$ cat src/rtl/ifu_decd_pkg.sv
// Shared types and codes for the instruction-fetch/pre-decode unit and the controller.
// No logic, no latency.
// No backpressure: this package holds constants and helpers only.
package ifu_decd_pkg;

    // Next-PC command codes issued by the controller with pc_adv.
    typedef enum logic [1:0] {
        NPC_NML = 2'b00,
        NPC_BEQ = 2'b01,
        NPC_J   = 2'b10,
        NPC_RSV = 2'b11
    } npc_op_e;

    // Fetch FSM states.
    typedef enum logic [1:0] {
        S_INIT  = 2'b00,
        S_FETCH = 2'b01,
        S_VALID = 2'b10
    } ifu_state_e;

    // Decoded-op codes: R-type is {funct,1}, everything else is {opcode,0}.
    localparam logic [6:0] OP_ADDU = 7'b1000011;
    localparam logic [6:0] OP_SUBU = 7'b1000111;
    localparam logic [6:0] OP_ORI  = 7'b0011010;
    localparam logic [6:0] OP_LW   = 7'b1000110;
    localparam logic [6:0] OP_SW   = 7'b1010110;
    localparam logic [6:0] OP_BEQ  = 7'b0001000;
    localparam logic [6:0] OP_J    = 7'b0000100;

    // Fold opcode/funct into the 7-bit op code; the LSB tags R-type.
    function automatic logic [6:0] decd_op(input logic [31:0] ir);
        if (ir[31:26] == 6'b000000) begin
            return {ir[5:0], 1'b1};
        end
        return {ir[31:26], 1'b0};
    endfunction

endpackage

$ cat src/rtl/ifu_decd_if.sv
// Instruction-memory fetch bus between the fetch unit (master) and memory (slave).
// Request is held until ack; completion may come in the first request cycle.
// Backpressure: memory stalls the fetch simply by withholding imem_ack.
interface ifu_decd_if;
    logic        imem_req;
    logic [31:0] imem_addr;
    logic [31:0] imem_rdata;
    logic        imem_ack;

    modport master (
        output imem_req,
        output imem_addr,
        input  imem_rdata,
        input  imem_ack
    );

    modport slave (
        input  imem_req,
        input  imem_addr,
        output imem_rdata,
        output imem_ack
    );
endinterface

$ cat src/rtl/ifu_decd_npc_calc.sv
// Combinational next-PC: sequential, taken/not-taken beq, or 26-bit jump.
// Zero latency; the result is only consumed on the pc_adv edge.
// No backpressure: pure function of its inputs.
module ifu_decd_npc_calc
    import ifu_decd_pkg::*;
(
    input  logic [31:0] pc_i,
    input  logic [1:0]  npc_op_i,
    input  logic        zero_i,
    input  logic [15:0] imm16_i,
    input  logic [25:0] imm26_i,
    output logic [31:0] pc_plus4_o,
    output logic [31:0] npc_o
);

    logic [31:0] br_off;

    assign pc_plus4_o = pc_i + 32'd4;
    assign br_off     = {{14{imm16_i[15]}}, imm16_i, 2'b00};

    // Select the next PC; the reserved code falls back to sequential.
    always_comb begin
        npc_o = pc_plus4_o;
        case (npc_op_e'(npc_op_i))
            NPC_NML: npc_o = pc_plus4_o;
            NPC_BEQ: npc_o = zero_i ? (pc_plus4_o + br_off) : pc_plus4_o;
            NPC_J:   npc_o = {pc_plus4_o[31:28], imm26_i, 2'b00};
            NPC_RSV: npc_o = pc_plus4_o;
            default: npc_o = pc_plus4_o;
        endcase
    end

endmodule

$ cat src/rtl/ifu_decd.sv
// Fetch/pre-decode: owns PC and IR, fetches over req/ack, exposes decoded fields.
// Latency: ir_valid two edges after clr release with zero-wait memory; PC updates on the pc_adv edge.
// Backpressure: req held (addr stable) until ack; pc_adv only honoured once IR is valid.
module ifu_decd
    import ifu_decd_pkg::*;
#(
    parameter logic [31:0] RESET_PC = 32'h0000_3000
) (
    input  logic              clk,
    input  logic              clr,
    ifu_decd_if.master        imem,
    input  logic              pc_adv,
    input  logic [1:0]        nPCOp,
    input  logic              zero,
    output logic              ir_valid,
    output logic [6:0]        decdOp,
    output logic [4:0]        rs,
    output logic [4:0]        rt,
    output logic [4:0]        rd,
    output logic [15:0]       imm16,
    output logic [25:0]       imm26,
    output logic [31:0]       pc,
    output logic [31:0]       pc_plus4,
    output logic [31:0]       instr_cnt
);

    ifu_state_e  state_q;
    logic        req_q;
    logic        ir_valid_q;
    logic [31:0] pc_q;
    logic [31:0] ir_q;
    logic [31:0] cnt_q;
    logic [31:0] cnt_d;
    logic [31:0] pc_d;
    logic [31:0] pc_plus4_w;

    assign cnt_d = cnt_q + 32'd1;

    ifu_decd_npc_calc u_npc (
        .pc_i       (pc_q),
        .npc_op_i   (nPCOp),
        .zero_i     (zero),
        .imm16_i    (ir_q[15:0]),
        .imm26_i    (ir_q[25:0]),
        .pc_plus4_o (pc_plus4_w),
        .npc_o      (pc_d)
    );

    // Fetch FSM with registered req/valid; clr overrides everything, including a same-cycle ack.
    always_ff @(posedge clk) begin
        if (clr) begin
            state_q    <= S_INIT;
            req_q      <= 1'b0;
            ir_valid_q <= 1'b0;
            pc_q       <= RESET_PC;
            ir_q       <= 32'd0;
            cnt_q      <= 32'd0;
        end else begin
            case (state_q)
                S_INIT: begin
                    state_q <= S_FETCH;
                    req_q   <= 1'b1;
                end
                S_FETCH: begin
                    if (imem.imem_ack) begin
                        ir_q       <= imem.imem_rdata;
                        ir_valid_q <= 1'b1;
                        req_q      <= 1'b0;
                        state_q    <= S_VALID;
                    end
                end
                S_VALID: begin
                    if (pc_adv) begin
                        pc_q       <= pc_d;
                        cnt_q      <= cnt_d;
                        ir_valid_q <= 1'b0;
                        req_q      <= 1'b1;
                        state_q    <= S_FETCH;
                    end
                end
                default: begin
                    state_q <= S_INIT;
                    req_q   <= 1'b0;
                end
            endcase
        end
    end

    assign imem.imem_req  = req_q;
    assign imem.imem_addr = pc_q;

    assign ir_valid  = ir_valid_q;
    assign decdOp    = decd_op(ir_q);
    assign rs        = ir_q[25:21];
    assign rt        = ir_q[20:16];
    assign rd        = ir_q[15:11];
    assign imm16     = ir_q[15:0];
    assign imm26     = ir_q[25:0];
    assign pc        = pc_q;
    assign pc_plus4  = pc_plus4_w;
    assign instr_cnt = cnt_q;

endmodule

$ cat src/flat_wrapper.sv
// flat-port wrapper written by rule: the top's interface ports become plain ports
module ifu_decd_flat import ifu_decd_pkg::*;
#(
    parameter logic [31:0] RESET_PC = 32'h0000_3000
)
  (clk, clr, pc_adv, nPCOp, zero, ir_valid, decdOp, rs, rt, rd, imm16, imm26, pc, pc_plus4, instr_cnt, imem_imem_req, imem_imem_addr, imem_imem_rdata, imem_imem_ack);
  ifu_decd_if imem_i ();
  input  logic clk;
  input  logic clr;
  input  logic pc_adv;
  input  logic [1:0] nPCOp;
  input  logic zero;
  output logic ir_valid;
  output logic [6:0] decdOp;
  output logic [4:0] rs;
  output logic [4:0] rt;
  output logic [4:0] rd;
  output logic [15:0] imm16;
  output logic [25:0] imm26;
  output logic [31:0] pc;
  output logic [31:0] pc_plus4;
  output logic [31:0] instr_cnt;
  output wire logic [$bits(imem_i.imem_req)-1:0] imem_imem_req;
  output wire logic [$bits(imem_i.imem_addr)-1:0] imem_imem_addr;
  input wire logic [$bits(imem_i.imem_rdata)-1:0] imem_imem_rdata;
  input wire logic [$bits(imem_i.imem_ack)-1:0] imem_imem_ack;
  assign imem_imem_req = imem_i.imem_req;
  assign imem_imem_addr = imem_i.imem_addr;
  assign imem_i.imem_rdata = imem_imem_rdata;
  assign imem_i.imem_ack = imem_imem_ack;
  ifu_decd #(.RESET_PC(RESET_PC)) u_core (.clk(clk), .clr(clr), .imem(imem_i), .pc_adv(pc_adv), .nPCOp(nPCOp), .zero(zero), .ir_valid(ir_valid), .decdOp(decdOp), .rs(rs), .rt(rt), .rd(rd), .imm16(imm16), .imm26(imm26), .pc(pc), .pc_plus4(pc_plus4), .instr_cnt(instr_cnt));
endmodule
$ cat config.mk
export PLATFORM = sky130hd
export DESIGN_NAME = ifu_decd_flat
export DESIGN_NICKNAME = d
export VERILOG_FILES = /design/src/rtl/ifu_decd_pkg.sv /design/src/rtl/ifu_decd_if.sv /design/src/rtl/ifu_decd_npc_calc.sv /design/src/rtl/ifu_decd.sv /design/src/flat_wrapper.sv
export SDC_FILE = /design/constraint.sdc
export NUM_CORES = 1
export LEC_CHECK = 0
export CORE_MARGIN = 5
export CORE_UTILIZATION = 49
export CTS_BUF_LIST = sky130_fd_sc_hd__clkbuf_8
export CTS_CLUSTER_SIZE = 8
export DETAILED_ROUTE_END_ITERATION = 7
export GPL_TIMING_DRIVEN = 0
export PLACE_DENSITY_LB_ADDON = 0.05
export SYNTH_ARGS = -nofsm -noshare
export SYNTH_HDL_FRONTEND = slang
export SYNTH_SLANG_ARGS = --single-unit
$ cat constraint.sdc
create_clock -name clk -period 4.1 [get_ports clk]
set_input_delay 0.82 -clock clk [delete_from_list [all_inputs] [get_ports clk]]
set_output_delay 0.82 -clock clk [all_outputs]
set_load 0.005 [all_outputs]
==> metrics.txt, run 1 <==
status=finished, final reports clean; largest net degree at the start of global routing=25; Worst Setup Start Kind=flip-flop; TritonCTS sink count=97; MaxCap Viol Count=0; XOR/XNOR share of the synthesized area=0.0900; Layout Utilization=0.699; Post-synth EDFFs=0; Residual DRC=0; CTS tree=done; Layout fillers=1265; Critical path origin=u_core.imem.imem_addr[2]; post-route ant nets=0; Slew Viols, Final=0; vias in the first global route=7199; register area=0.00196 mm²; Final GP Congestion=0.930; Area contributors post-synth=dfxtp_1 (27%), buf_4 (9.7%), nand2_1 (7.3%); die width=132 µm; CP Cell Sequence=ha_2, inv_1, nor2_4, nand3_1, or3_1, buf_4, nor2_4, xor2_4, ha_1, clkbuf_2, a21o_1, a21oi_2, o21ai_0, a31oi_2, nor2_1, a211oi_2, a211oi_2, a31oi_1, o31ai_1; Mapped Cells=roughly 960; DRT iter0 DRCs=645; # diodes=0; fin crit share=0.942; Reg clk slew, reported paths=0.10 ns; crit-path max cell delay=~0.41 ns; area share of fa/ha/maj cells after synthesis=0.0680; CTS Buffer Depth=2; Total GRT Usage=0.265; crit path DAT=4.11 ns; Primary FF master, synth=dfxtp_1; worst path required time=around 4.4 ns; Cell Area, Synth=0.00729 mm²; number of buffers created by CTS=9; Buf/Inv on CP=3; Via-to-Cell Ratio=roughly 5.6; initial core utilization=0.501; # IOs=233; Max Clk Rate=259 MHz; fin crit period=3.86 ns; Hold Slack=0.484 ns; largest family of logic cells by synthesized area=simple AND/OR/NAND/NOR gates; top cell type's share of synthesized area=0.267; Compound-Gate Fraction of Synth Area=0.215; # nets final=1278; H-tree depth=3; wirelength, routed=24.3 mm; Port-buffer cells=225; met2 Usage GRT=0.440; crit path max fanout=8; Crit Path Class=reg2reg; GRT met3 Usage=0.0752; Simple-Gate Fraction of Synth Area=0.225; footprint of the multi-input gates=0.00457 mm²; FF+latch count, synth=97; core box area=0.0145 mm²; met1 Use GR=0.333; share of cells above drive strength 1=0.140; register area share after synthesis=0.267; P_leak=4.12 nW; synth warn=0; Worst slew margin=0.267; final setup vio count=0; Tightest Pin Transition=1.10 ns; PD cells=between 200 and 250 mW/mm²; worst vdd ir=0.000275 V; synthesis-to-layout area growth=39.4%; largest area contributor in the netlist=dfxtp_1; Slowest cell on crit path=dfxtp_4; Post-Syn Area per Cell=about 7.6 µm²; worst r2r src=u_core.imem.imem_addr[2]; clk root buf=clkbuf_8; number of cell rows=44; number of antenna violations at the first check in global routing=0; die area=0.0174 mm²; remaining global-route overflow=0; Hold Path Class=reg2reg; CP top delay family=compound AO/OA/AOI/OAI gates; Synth cell types=74; mux share of post-synthesis cell area=0.00567; first-pass GRT wire length=37.9 mm; Pre-Repair DR Iteration Count=5; worst skew pair latency=between 0.3 and 0.4 ns; Setup crit end kind=flip-flop; Clock Skew=0.0113 ns; DR vias=7783; Final Hold Viols=0; die height=132 µm; Post-DP HPWL=roughly 19 mm; gr busiest metal=met2; wire per inst=~17 µm; post-synthesis async set-or-reset flop share=0; hold path start=u_core.ir_q[30]
## per-stage QoR
stage	setup slack (ns)	instance area [µm²]	cells	total power [W]	TNS, ns
detailed placement	-0.178	9790	1375	0.00147	-0.401
global placement	-0.129	9790	1375	0.00146	-0.250
finish	0.236	10200	1388	0.00216	0
CTS	0.000739	10000	1390	0.00217	0
global route	-0.0181	10200	1388	0.00225	-0.0181
floorplan	0.445	7300	966	0.00125	0
## cells by family (layout without fill, tap and decap cells)
| kind of cell | count (synthesis) | in the layout |
|---|---|---|
| simple gates | 352 | 352 |
| compound gates | 241 | 241 |
| buf+inv | 153 | 391 |
| flops | 97 | 97 |
| xor+xnor | 74 | 74 |
| fa+ha+maj | 39 | 39 |
| mux | 4 | 4 |
| other cells | 1 | 6 |
## path summary, 6_finish.rpt
kind | to | cells after the start | slack (ns)
hold reg to reg | u_core.ir_q[30] | 2 | 0.48
setup reg to reg | u_core.imem.imem_addr[31] | 19 | 0.24
hold / removal | u_core.ir_q[30] | 2 | 0.48
setup / recovery | u_core.imem.imem_addr[31] | 19 | 0.24
## power by group
group	switching [W]	internal, W	leakage, nW
Sequential	0.0000408	0.000964	0.791
Combinational	0.000212	0.000235	3.21
Clock	0.000364	0.000344	0.110
## repair_timing
item | CTS | global route
endpoints found under the setup margin | 3 | 9
hold buffers | 0 | 0
gates cloned | 0 | 0
resized for setup | 6 | 33
buffers inserted | 0 | 1
pin swaps | 1 | 3
## area by class of cell
class | count | area share
Multi-Input combinational cell | 716 | 0.450
Timing Repair Buffer | 226 | 0.222
Sequential cell | 97 | 0.193
Buffer | 134 | 0.0852
Tap cell | 184 | 0.0227
Clock buffer | 9 | 0.0122
Clock inverter | 6 | 0.00899
Inverter | 16 | 0.00591
## state kept, by name, summed over array words and instances, names as in the netlist
register and cells:
u_core.imem.imem_addr 30, u_core.instr_cnt 32, u_core.ir_q 32, u_core.ir_valid 1, u_core.state_q 2
## worst register-to-register path, delay by kind of cell, from the launching register on
family / cells / cell delay (ns)
DFF: 1 / 0.41
adders and majority gates: 2 / 0.46
AOI/OAI and AO/OA: 8 / 1.30
xor gates and xnor gates: 1 / 0.18
and+or+nand+nor: 5 / 0.96
buffers and inverters: 3 / 0.41
## synthesized netlist by cell type, types with 6 or more instances
| cell | number |
|---|---|
| nor2b_1 | 7 |
| nand2_1 | 142 |
| and3_1 | 8 |
| a221o_1 | 6 |
| or3_1 | 8 |
| nor3_1 | 23 |
| inv_1 | 16 |
| a221oi_1 | 21 |
| xnor2_1 | 38 |
| and4_1 | 6 |
| nand4_1 | 14 |
| a21oi_1 | 91 |
| o21ai_0 | 34 |
| nor2_1 | 91 |
| a211oi_1 | 16 |
| nand3_1 | 22 |
| xor2_1 | 35 |
| buf_4 | 94 |
| dfxtp_1 | 97 |
| clkbuf_1 | 36 |
| a21o_1 | 18 |
| ha_1 | 38 |
| o31ai_1 | 9 |
## per-layer routing
| layer | part of all wire | wire [µm] | up-vias |
|---|---|---|---|
| met3 | 0.086 | 2100 | 46 |
| li1 | - | - | 3757 |
| met5 | 0 | 0 | - |
| met2 | 0.47 | 11500 | 352 |
| met4 | 0.032 | 771 | 0 |
| met1 | 0.41 | 9950 | 3628 |
## cells in the final DEF (no fill, tap or decap), types with 16 or more instances in the layout
master	instances
buf_4	95
nor2_1	89
dfxtp_1	86
nor3_1	23
xor2_1	35
nand3_1	20
o21ai_0	34
a21oi_1	89
nand2_1	142
clkdlybuf4s50_1	225
ha_1	37
clkbuf_1	32
inv_1	16
a21o_1	18
xnor2_1	33
a221oi_1	20
No activity file was read; power rests on OpenSTA's default activity.
==> run 2, diff against run 1 <==
- SYNTH_HIERARCHICAL: default -> 1
==> metrics.txt, run 2 <==
status=finished, final reports clean; MaxCap Viol Count=0; worst skew pair latency=0.39 ns; CTS Buffer Depth=2; Synth cell types=63; Area contributors post-synth=dfxtp_1 (27%), a21oi_1 (9.6%), nand2_1 (9.6%); FF+latch count, synth=99; core box area=0.0146 mm²; Layout Utilization=0.719; Slew Viols, Final=0; register area share after synthesis=0.270; Post-DP Area=0.00989 mm²; crit-path max cell delay=between 0.4 and 0.5 ns; Crit Path Class=reg2reg; Primary FF master, synth=dfxtp_1; clk root buf=clkbuf_8; Reg clk slew, reported paths=0.10 ns; fin crit share=0.987; wirelength, routed=about 25 mm; P_leak=4.06 nW; Mapped Cells=987; # IOs=~230; Finished Cell Area=0.0105 mm²; initial core utilization=0.502; dpl cells=1402; Tightest Pin Transition=1.08 ns; Max Clk Rate=247 MHz; Via-to-Cell Ratio=5.60; number of buffers created by CTS=9; crit path DAT=4.30 ns; Hold Path Class=reg2reg; Final GP Congestion=between 0.9 and 1; synthesis-to-layout area growth=43.3%; DRT iter0 DRCs=689; most frequent cells in the layout=clkdlybuf4s50_1 (231), nand2_1 (188), a21oi_1 (135); Cell Area, Synth=0.00735 mm²; worst path required time=4.35 ns; Setup crit end kind=flip-flop; PD cells=206 mW/mm²; Final Hold Viols=0; Post-Syn Area per Cell=around 7.4 µm²; TritonCTS sink count=99; Pre-Repair DR Iteration Count=5; number of cell rows=between 40 and 50; DR vias=8001; Hold Slack=between 0.4 and 0.5 ns; first-pass GRT wire length=38.8 mm; syn_nets=roughly 1100; pre-CTS setup slack=-0.537 ns; crit path max fanout=7; post-route ant nets=0; fin crit period=4.05 ns; synth warn=6; RSZ-0062 raised after global routing=yes; Port-buffer cells=231; die area=between 0.015 and 0.02 mm²; top cell type's share of synthesized area=0.270; CTS Hold Buffers Added=0; die width=about 130 µm; die height=roughly 130 µm; largest area contributor in the netlist=dfxtp_1; # nets final=roughly 1300; top-count cell post-synth=nand2_1; Post-synth EDFFs=0; remaining global-route overflow=0; # diodes=0; largest net degree at the start of global routing=24; final setup vio count=0; Crit path top cell by count=and4_4; Slowest cell on crit path=dfxtp_4; CTS tree=done; worst vdd ir=0.000224 V; wire per inst=between 15 and 20 µm; number of antenna violations at the first check in global routing=1; post-synthesis async set-or-reset flop share=0; vias in the first global route=~7500; Post-synth top cells=nand2_1 (188), a21oi_1 (141), dfxtp_1 (99); final setup margin=0.0549 ns; Layout Cells excl Fill=1430; share of cells above drive strength 1=0.157; Residual DRC=0; Post-DP HPWL=18.6 mm; Worst Setup Start Kind=flip-flop; Worst slew margin=0.281; CP Cell Sequence=and4_4, and3_4, and4_4, and4_4, nand4_1, buf_4, nor2_1, xor2_2, ha_4, a21oi_1, nand2_1, a2111oi_4, a21oi_2, xor2_2, a21o_1, a31o_1, nand2_1, a21oi_2; Clock Skew=0.0116 ns; Total GRT Usage=0.268; Layout fillers=approximately 1200; most common cell after layout, fill and taps aside=clkdlybuf4s50_1; H-tree depth=3
run 2: cell count changes in the layout (fill, tap and decap cells not counted), moves of 6 or more:
cell | before | now
nand2_1 | 142 | 188
xnor2_1 | 33 | 24
clkbuf_1 | 32 | 40
conb_1 | 6 | 0
o21ai_0 | 34 | 43
nor2_1 | 89 | 36
a21oi_1 | 89 | 135
clkdlybuf4s50_1 | 225 | 231
xor2_1 | 35 | 25
buf_4 | 95 | 105
a211oi_1 | 14 | 2
or4_1 | 1 | 16
nor3_1 | 23 | 8
run 2: worst paths after layout:
check | endpoint | slack (ns) | cells after the start | start
setup / recovery | u_core/imem.imem_addr[31] | 0.05 | 18 | u_core/imem.imem_addr[10]
hold / removal | u_core/ir_q[28] | 0.48 | 2 | u_core/ir_q[28]
setup reg to reg | u_core/imem.imem_addr[31] | 0.05 | 18 | u_core/imem.imem_addr[10]
hold reg to reg | u_core/ir_q[28] | 0.48 | 2 | u_core/ir_q[28]
run 2: where the power goes:
part | leakage [nW] | switching [W] | total [W] | internal [W]
registers | 0.808 | 0.0000366 | 0.00101 | 0.000978
clock network | 0.105 | 0.000385 | 0.000735 | 0.000349
logic | 3.14 | 0.000203 | 0.000421 | 0.000218
run 2: routing by layer:
layer / GRT usage / vias to the layer above / part of all wire
met1: 0.343 / 3689 / 0.42
met5: 0 / - / 0.00040
li1: - / 3871 / -
met4: 0.0947 / 2 / 0.027
met3: 0.0729 / 45 / 0.10
met2: 0.435 / 394 / 0.46
run 2: stage by stage:
stage | TNS, ns | power (W)
after global placement | -1.61 | 0.00144
after detailed placement | -1.60 | 0.00145
after global routing | -0.236 | 0.00226
after CTS | 0 | 0.00217
after floorplan | 0 | 0.00125
final | 0 | 0.00217
run 2: kinds of logic after synthesis:
family	share of synthesized area
AOI/OAI and AO/OA	0.222
xor gates and xnor gates	0.0774
adders and majority gates	0.0657
buffers and inverters	0.137
DFF	0.270
muxes	0.00289
and+or+nand+nor	0.226
run 2: area by class of cell:
| class | count | area (µm²) | area share |
|---|---|---|---|
| plain buffers | 145 | 938 | 0.0891 |
| multi-input cells | 725 | 4660 | 0.442 |
| clock inverters | 6 | 97.6 | 0.00926 |
| flip-flops and latches | 99 | 2010 | 0.191 |
| clock buffers | 9 | 124 | 0.0118 |
| repair buffers | 244 | 2410 | 0.229 |
| well taps | 184 | 230 | 0.0219 |
| inverters | 18 | 67.6 | 0.00641 |
run 2: repair_timing:
item                                    CTS  global route
buffers inserted                          1            12
endpoints found under the setup margin   12             8
gates resized for setup                  22            47
pin swaps                                 3            16
run 2: critical path, delay by kind of cell (launching register included):
kind	cells	cell delay [ns]
buf+inv	1	0.20
compound gates	6	1.07
simple gates	8	1.51
flops	1	0.41
xor+xnor	2	0.44
fa+ha+maj	1	0.26
==> variant 1 (config.mk and constraints of run 2) <==
Remove the case item `NPC_BEQ` of the case on `npc_op_e'(npc_op_i)`.
--- a/src/rtl/ifu_decd_npc_calc.sv
+++ b/src/rtl/ifu_decd_npc_calc.sv
@@ -23,7 +23,6 @@
         npc_o = pc_plus4_o;
         case (npc_op_e'(npc_op_i))
             NPC_NML: npc_o = pc_plus4_o;
-            NPC_BEQ: npc_o = zero_i ? (pc_plus4_o + br_off) : pc_plus4_o;
             NPC_J:   npc_o = {pc_plus4_o[31:28], imm26_i, 2'b00};
             NPC_RSV: npc_o = pc_plus4_o;
             default: npc_o = pc_plus4_o;
Formal check against the unedited RTL: not equivalent (Yosys sat finds a counterexample within 4 cycles, from zero or initial values).
==> variant 1 against run 2 <==
- design area down 21%
- synthesized area down 24%
- setup slack better by 0.020 ns
- routed wire length down 27%
- power down 12%
- utilization up 1.6 points
- sequential cell count unchanged
- combinational power down 35%
- count of clock-buffer cells in the layout unchanged
- clock skew up 0.00067 ns
- sequential share of layout area up 4.8 points
==> variant 1: results (changes against run 2) <==
Hold path
  • Worst Hold End: u_core/ir_valid$_SDFFE_PP0P_ (was u_core/ir_q[28]$_SDFFE_PP0P_)
  • Hold path startpoint: u_core/ir_valid$_SDFFE_PP0P_ (was u_core/ir_q[28]$_SDFFE_PP0P_)

Synth
  • Post-synthesis sequential area ratio: 35.5% (was 27.0%)
  • Synth cell count leaders: nand2_1 (165), dfxtp_1 (99), buf_4 (95) (was nand2_1 (188), a21oi_1 (141), dfxtp_1 (99))
  • Mapped Nets: 770 (was 1064)
  • Post-Synth Adder-Cell Area: 0.448% (was 6.57%)
  • Synth Area in XOR/XNOR: 3.92% (was 7.74%)
  • Average cell area after synthesis: 7.66 µm² (was 7.45 µm²)
  • Largest cells by area after synthesis: dfxtp_1 (35%), buf_4 (13%), nand2_1 (11%) (was dfxtp_1 (27%), a21oi_1 (9.6%), nand2_1 (9.6%))
  • Post-synthesis mux area share: 2.62% (was 0.289%)
  • Synth cell types: 41 (was 63)

Finish
  • # nets final: 1014 (was 1319)
  • # fillers: 882 (was 1230)
  • Layout cells sized above 1: 15.7% (about the same)

Clocking
  • H-tree levels: 3 (unchanged)
  • Clk_lat worst skew: 0.36 ns (was 0.39 ns)

Placement
  • DP Area: 8070 µm² (was 9890 µm²)
  • Gpl congestion: 0.880 (was 0.921)
  • DP Worst Slack: 0.203 ns (was -0.537 ns)
  • HPWL Detailed: 14.1 mm (was 18.6 mm)
  • Port Buffer Count: 230 (was 231)
  • DP Cell Count: 1102 (was 1402)

Timing
  • Clk_skew: 0.0122 ns (was 0.0116 ns)
  • Hold slack: 0.461 ns (was 0.481 ns)
  • Max-slew headroom: 44.8% (was 28.1%)

Power and ir drop
  • Psw: 0.484 mW (was 0.625 mW)
  • Peak VDD IR: 0.150 mV (was 0.224 mV)
  • Lkg Pwr: 3.15 nW (was 4.06 nW)

Detailed routing
  • Via count: 6068 (was 8001)
  • First-pass DRT Iterations: 7 (was 5)
  • Initial drt markers: 461 (was 689)
  • Total wire length: 18.3 mm (was 25.2 mm)

Global route
  • All-Layer GR Usage: 26.4% (was 26.8%)
  • Largest net degree at the start of global routing: 17 (was 24)
  • First-pass GRT wire length: 28.9 mm (was 38.8 mm)
  • Number of global-route vias before repair: 5920 (was 7480)

Critical path
  • RR Endpoint: u_core/imem.imem_addr[26]$_SDFFE_PP0P_ (was u_core/imem.imem_addr[31]$_SDFFE_PP0P_)
  • Worst R2R Setup Slack: 1.49 ns (was 0.05 ns)
  • Crit path launch: u_core/imem.imem_addr[2]$_SDFFE_PP0P_ (was u_core/imem.imem_addr[10]$_SDFFE_PP0P_)
  • Crit path DAT: 3.21 ns (was 4.30 ns)
  • Reg2Reg Depth: 8 (was 18)

Outcome
  • Outcome: finished, final reports clean (unchanged)
## variant 1: cell count changes after synthesis, moves of 8 or more
cell / delta
o31ai_1: +8
o21ai_0: -35
nand3_1: -11
a21oi_1: -53
xnor2_1: -19
a31oi_1: +10
ha_1: -35
nand2_1: -23
xor2_1: -21
clkbuf_1: -8
nor2_1: -10
mux2_2: +12
a221oi_1: -18
## variant 1: how the worst max path moves through the flow
stage	to	slack [ns]	depth (start not counted)
3_3_place_gp	pc_plus4[30]	0.22	8
3_5_place_dp	pc_plus4[28]	0.20	8
4_1_cts	pc_plus4[30]	0.01	8
2_1_floorplan	pc_plus4[31]	1.33	7
6_report	pc_plus4[30]	0.07	8
5_1_grt	pc_plus4[30]	0.008	8
## variant 1: area by class of cell
| class | count | area [µm²] | area share [%] |
|---|---|---|---|
| multi-input combinational | 481 | 2680 | 32.3 |
| timing repair buffer | 233 | 2320 | 28.0 |
| sequential | 99 | 1980 | 23.9 |
| buffer | 136 | 887 | 10.7 |
| tap | 143 | 179 | 2.16 |
| clock buffer | 9 | 124 | 1.49 |
| clock inverter | 6 | 66.3 | 0.800 |
| inverter | 13 | 48.8 | 0.588 |
## variant 1: worst max-delay path, stage by stage (launching register included)
cell and delay, ns:
dfxtp_2 0.46, ha_1 0.26, nand4_1 0.25, or3_4 0.44, clkbuf_2 0.26, nor4_1 0.28
xnor2_1 0.24, buf_4 0.17, clkdlybuf4s50_1 0.49
## variant 1: repair_timing
item | in CTS | in global routing
hold endpoints to repair | 0 | 0
setup buffers | 0 | 3
hold buffers | 0 | 0
gates resized for setup | 4 | 1
setup endpoints to repair | 4 | 3
pin swaps | 0 | 0
## variant 1: logic make-up after synthesis
group,Yosys count
simple gates,301
buf+inv,149
compound gates,140
flops,99
xor+xnor,25
mux,13
fa+ha+maj,2
## variant 1: layer usage
layer	wire length (µm)	share of wire [%]	global-route usage, %	up-vias
li1	-	-	-	2900
met3	1830	10	7.20	34
met1	7090	39	31.9	2835
met2	9090	50	46.0	299
met5	0	0	0	-
met4	341	1.9	7.72	0
## variant 1: power by group through the flow
stage	Sequential (mW)	Clock [mW]	Combinational [mW]
after floorplan	1.02	0	0.126
after global placement	1.03	0	0.269
after detailed placement	1.03	0	0.274
after CTS	1.01	0.636	0.275
after global routing	1.01	0.675	0.299
final	1.01	0.628	0.274
==> variant 2 (settings of run 2) <==
Made on the original files. `RESET_PC` is set to 32'h0000_3000 in 2 places; all go to 32'h00002000.
--- a/src/rtl/ifu_decd.sv
+++ b/src/rtl/ifu_decd.sv
@@ -4,7 +4,7 @@
 module ifu_decd
     import ifu_decd_pkg::*;
 #(
-    parameter logic [31:0] RESET_PC = 32'h0000_3000
+    parameter logic [31:0] RESET_PC = 32'h00002000
 ) (
     input  logic              clk,
     input  logic              clr,
--- a/src/flat_wrapper.sv
+++ b/src/flat_wrapper.sv
@@ -1,7 +1,7 @@
 // flat-port wrapper written by rule: the top's interface ports become plain ports
 module ifu_decd_flat import ifu_decd_pkg::*;
 #(
-    parameter logic [31:0] RESET_PC = 32'h0000_3000
+    parameter logic [31:0] RESET_PC = 32'h00002000
 )
   (clk, clr, pc_adv, nPCOp, zero, ir_valid, decdOp, rs, rt, rd, imm16, imm26, pc, pc_plus4, instr_cnt, imem_imem_req, imem_imem_addr, imem_imem_rdata, imem_imem_ack);
   ifu_decd_if imem_i ();
Check against the original RTL: not equivalent (a bounded check fails within 4 cycles, from zero or initial values).
==> variant 2 against run 2 <==
- design area down 1.0%
- power is 3.1% lower
- global-route usage up 0.16 points
- sequential cell count unchanged
- utilization down 0.73 points
- setup slack got worse by 0.039 ns
- clock skew barely moved
- synthesized area hardly changed
- final cell count rose by 0.14%
- routed wire length fell by 0.58%
- largest power group unchanged
==> variant 2: results (changes against run 2) <==
Outcome
  • Outcome: finished, final reports clean (unchanged)

Synth
  • Synth cell count leaders: nand2_1 (188), a21oi_1 (142), dfxtp_1 (99) (was nand2_1 (188), a21oi_1 (141), dfxtp_1 (99))
  • Largest cells by area after synthesis: dfxtp_1 (27%), a21oi_1 (9.7%), nand2_1 (9.6%) (was dfxtp_1 (27%), a21oi_1 (9.6%), nand2_1 (9.6%))
  • Post-synthesis sequential area ratio: 27.0% (about the same)
  • Predominant post-synthesis flop cell: dfxtp_1 (unchanged)

Finish
  • CLK BUF: 10 (was 9)
  • Area of the multi-input gates: 4550 µm² (was 4660 µm²)
  • Seq. cell area: 2000 µm² (was 2010 µm²)
  • Non-clk bufs: 390 (was 389)
  • Buffering overhead: 32.3% (was 31.8%)
  • Clock buf/inv share: 2.00% (was 2.10%)
  • Inverters: 18 (unchanged)
  • # nets final: 1320 (was 1319)
  • Layout cells sized above 1: 14.9% (was 15.7%)
  • # fillers: 1249 (was 1230)
  • Sequential share of cell area: 19.2% (was 19.1%)

Detailed routing
  • Met2 wire len: 11.5 mm (about the same)
  • Vias per cell: 5.61 (was 5.60)
  • Initial drt markers: 720 (was 689)
  • Uppermost layer routed: met5 (unchanged)
  • Routed len/inst: 17.5 µm (was 17.6 µm)
  • First-pass DRT Iterations: 8 (was 5)
  • Total wire length: 25.1 mm (was 25.2 mm)
  • DRT met1 WL: 10.6 mm (was 10.5 mm)

Global route
  • All-Layer GR Usage: 26.9% (was 26.8%)
  • Met1 usage: 35.4% (was 34.3%)
  • Number of global-route vias before repair: 7368 (was 7480)
  • First-pass GRT wire length: 39.0 mm (was 38.8 mm)
  • Met3 Use GR: 8.05% (was 7.29%)
  • M2 GR Usage: 43.0% (was 43.5%)

Placement
  • DP Area: 9890 µm² (about the same)
  • HPWL Detailed: 18.8 mm (was 18.6 mm)
  • DP Worst Slack: -0.532 ns (was -0.537 ns)
  • Gpl congestion: 0.941 (was 0.921)

Power and ir drop
  • P_clk: 0.676 mW (was 0.735 mW)
  • Comb. pwr: 0.413 mW (was 0.421 mW)
  • Peak VDD IR: 0.155 mV (was 0.224 mV)
  • Lkg Pwr: 4.06 nW (about the same)
  • Comb power frac: 19.6% (was 19.4%)
  • Psw: 0.603 mW (was 0.625 mW)

Timing
  • Slew of the pin with the lowest slew margin: 0.958 ns (was 1.08 ns)
  • Clk_skew: 0.0112 ns (was 0.0116 ns)

Clocking
  • Post-cts repair resize count: 23 (was 22)
  • Clk_lat worst skew: 0.39 ns (about the same)
  • Post-CTS Setup Bufs: 3 (was 1)

Critical path
  • Crit path DAT: 4.32 ns (was 4.30 ns)

Hold path
  • HP Class: reg2reg (unchanged)
[variant 2: cell types whose count changed in the layout (fill, tap and decap cells not counted), moves of 2 or more]
cell	change
a21oi_1	+4
a21oi_2	-3
clkinvlp_4	-2
dfxtp_2	+3
dfxtp_4	-3
inv_6	+2
o21ai_0	+2
xor2_1	+2
[variant 2: kinds of logic after synthesis]
kind of cell    count (synthesis)  synth area share (%)
compound gates                270                  22.3
xor+xnor                       65                  7.75
flops                          99                  27.0
fa+ha+maj                      38                  6.57
mux                             2                 0.289
simple gates                  350                  22.5
buf+inv                       163                  13.7
[variant 2: final timing paths]
check,from,end,slack [ns],depth (start not counted)
max,u_core/imem.imem_addr[9]$_SDFFE_PP0P_,u_core/imem.imem_addr[31]$_SDFFE_PP0P_,0.02,19
min,u_core/ir_valid$_SDFFE_PP0P_,u_core/ir_valid$_SDFFE_PP0P_,0.46,2
max reg2reg,u_core/imem.imem_addr[9]$_SDFFE_PP0P_,u_core/imem.imem_addr[31]$_SDFFE_PP0P_,0.02,19
min reg2reg,u_core/ir_valid$_SDFFE_PP0P_,u_core/ir_valid$_SDFFE_PP0P_,0.46,2
[variant 2: worst max-delay path: stages, from the launching register on]
cell and delay (ns):
dfxtp_4 0.41, and4_4 0.25, and3_4 0.22, and4_4 0.25, and4_4 0.26, nand4_1 0.12
buf_6 0.16, nor2_4 0.12, xor2_4 0.24, ha_1 0.28, a21o_2 0.21, a21oi_2 0.17
o31ai_4 0.11, a2111oi_2 0.36, a21oi_1 0.10, xor2_1 0.17, a21o_1 0.20, a31o_1 0.20
nand2_1 0.05, a21oi_1 0.06
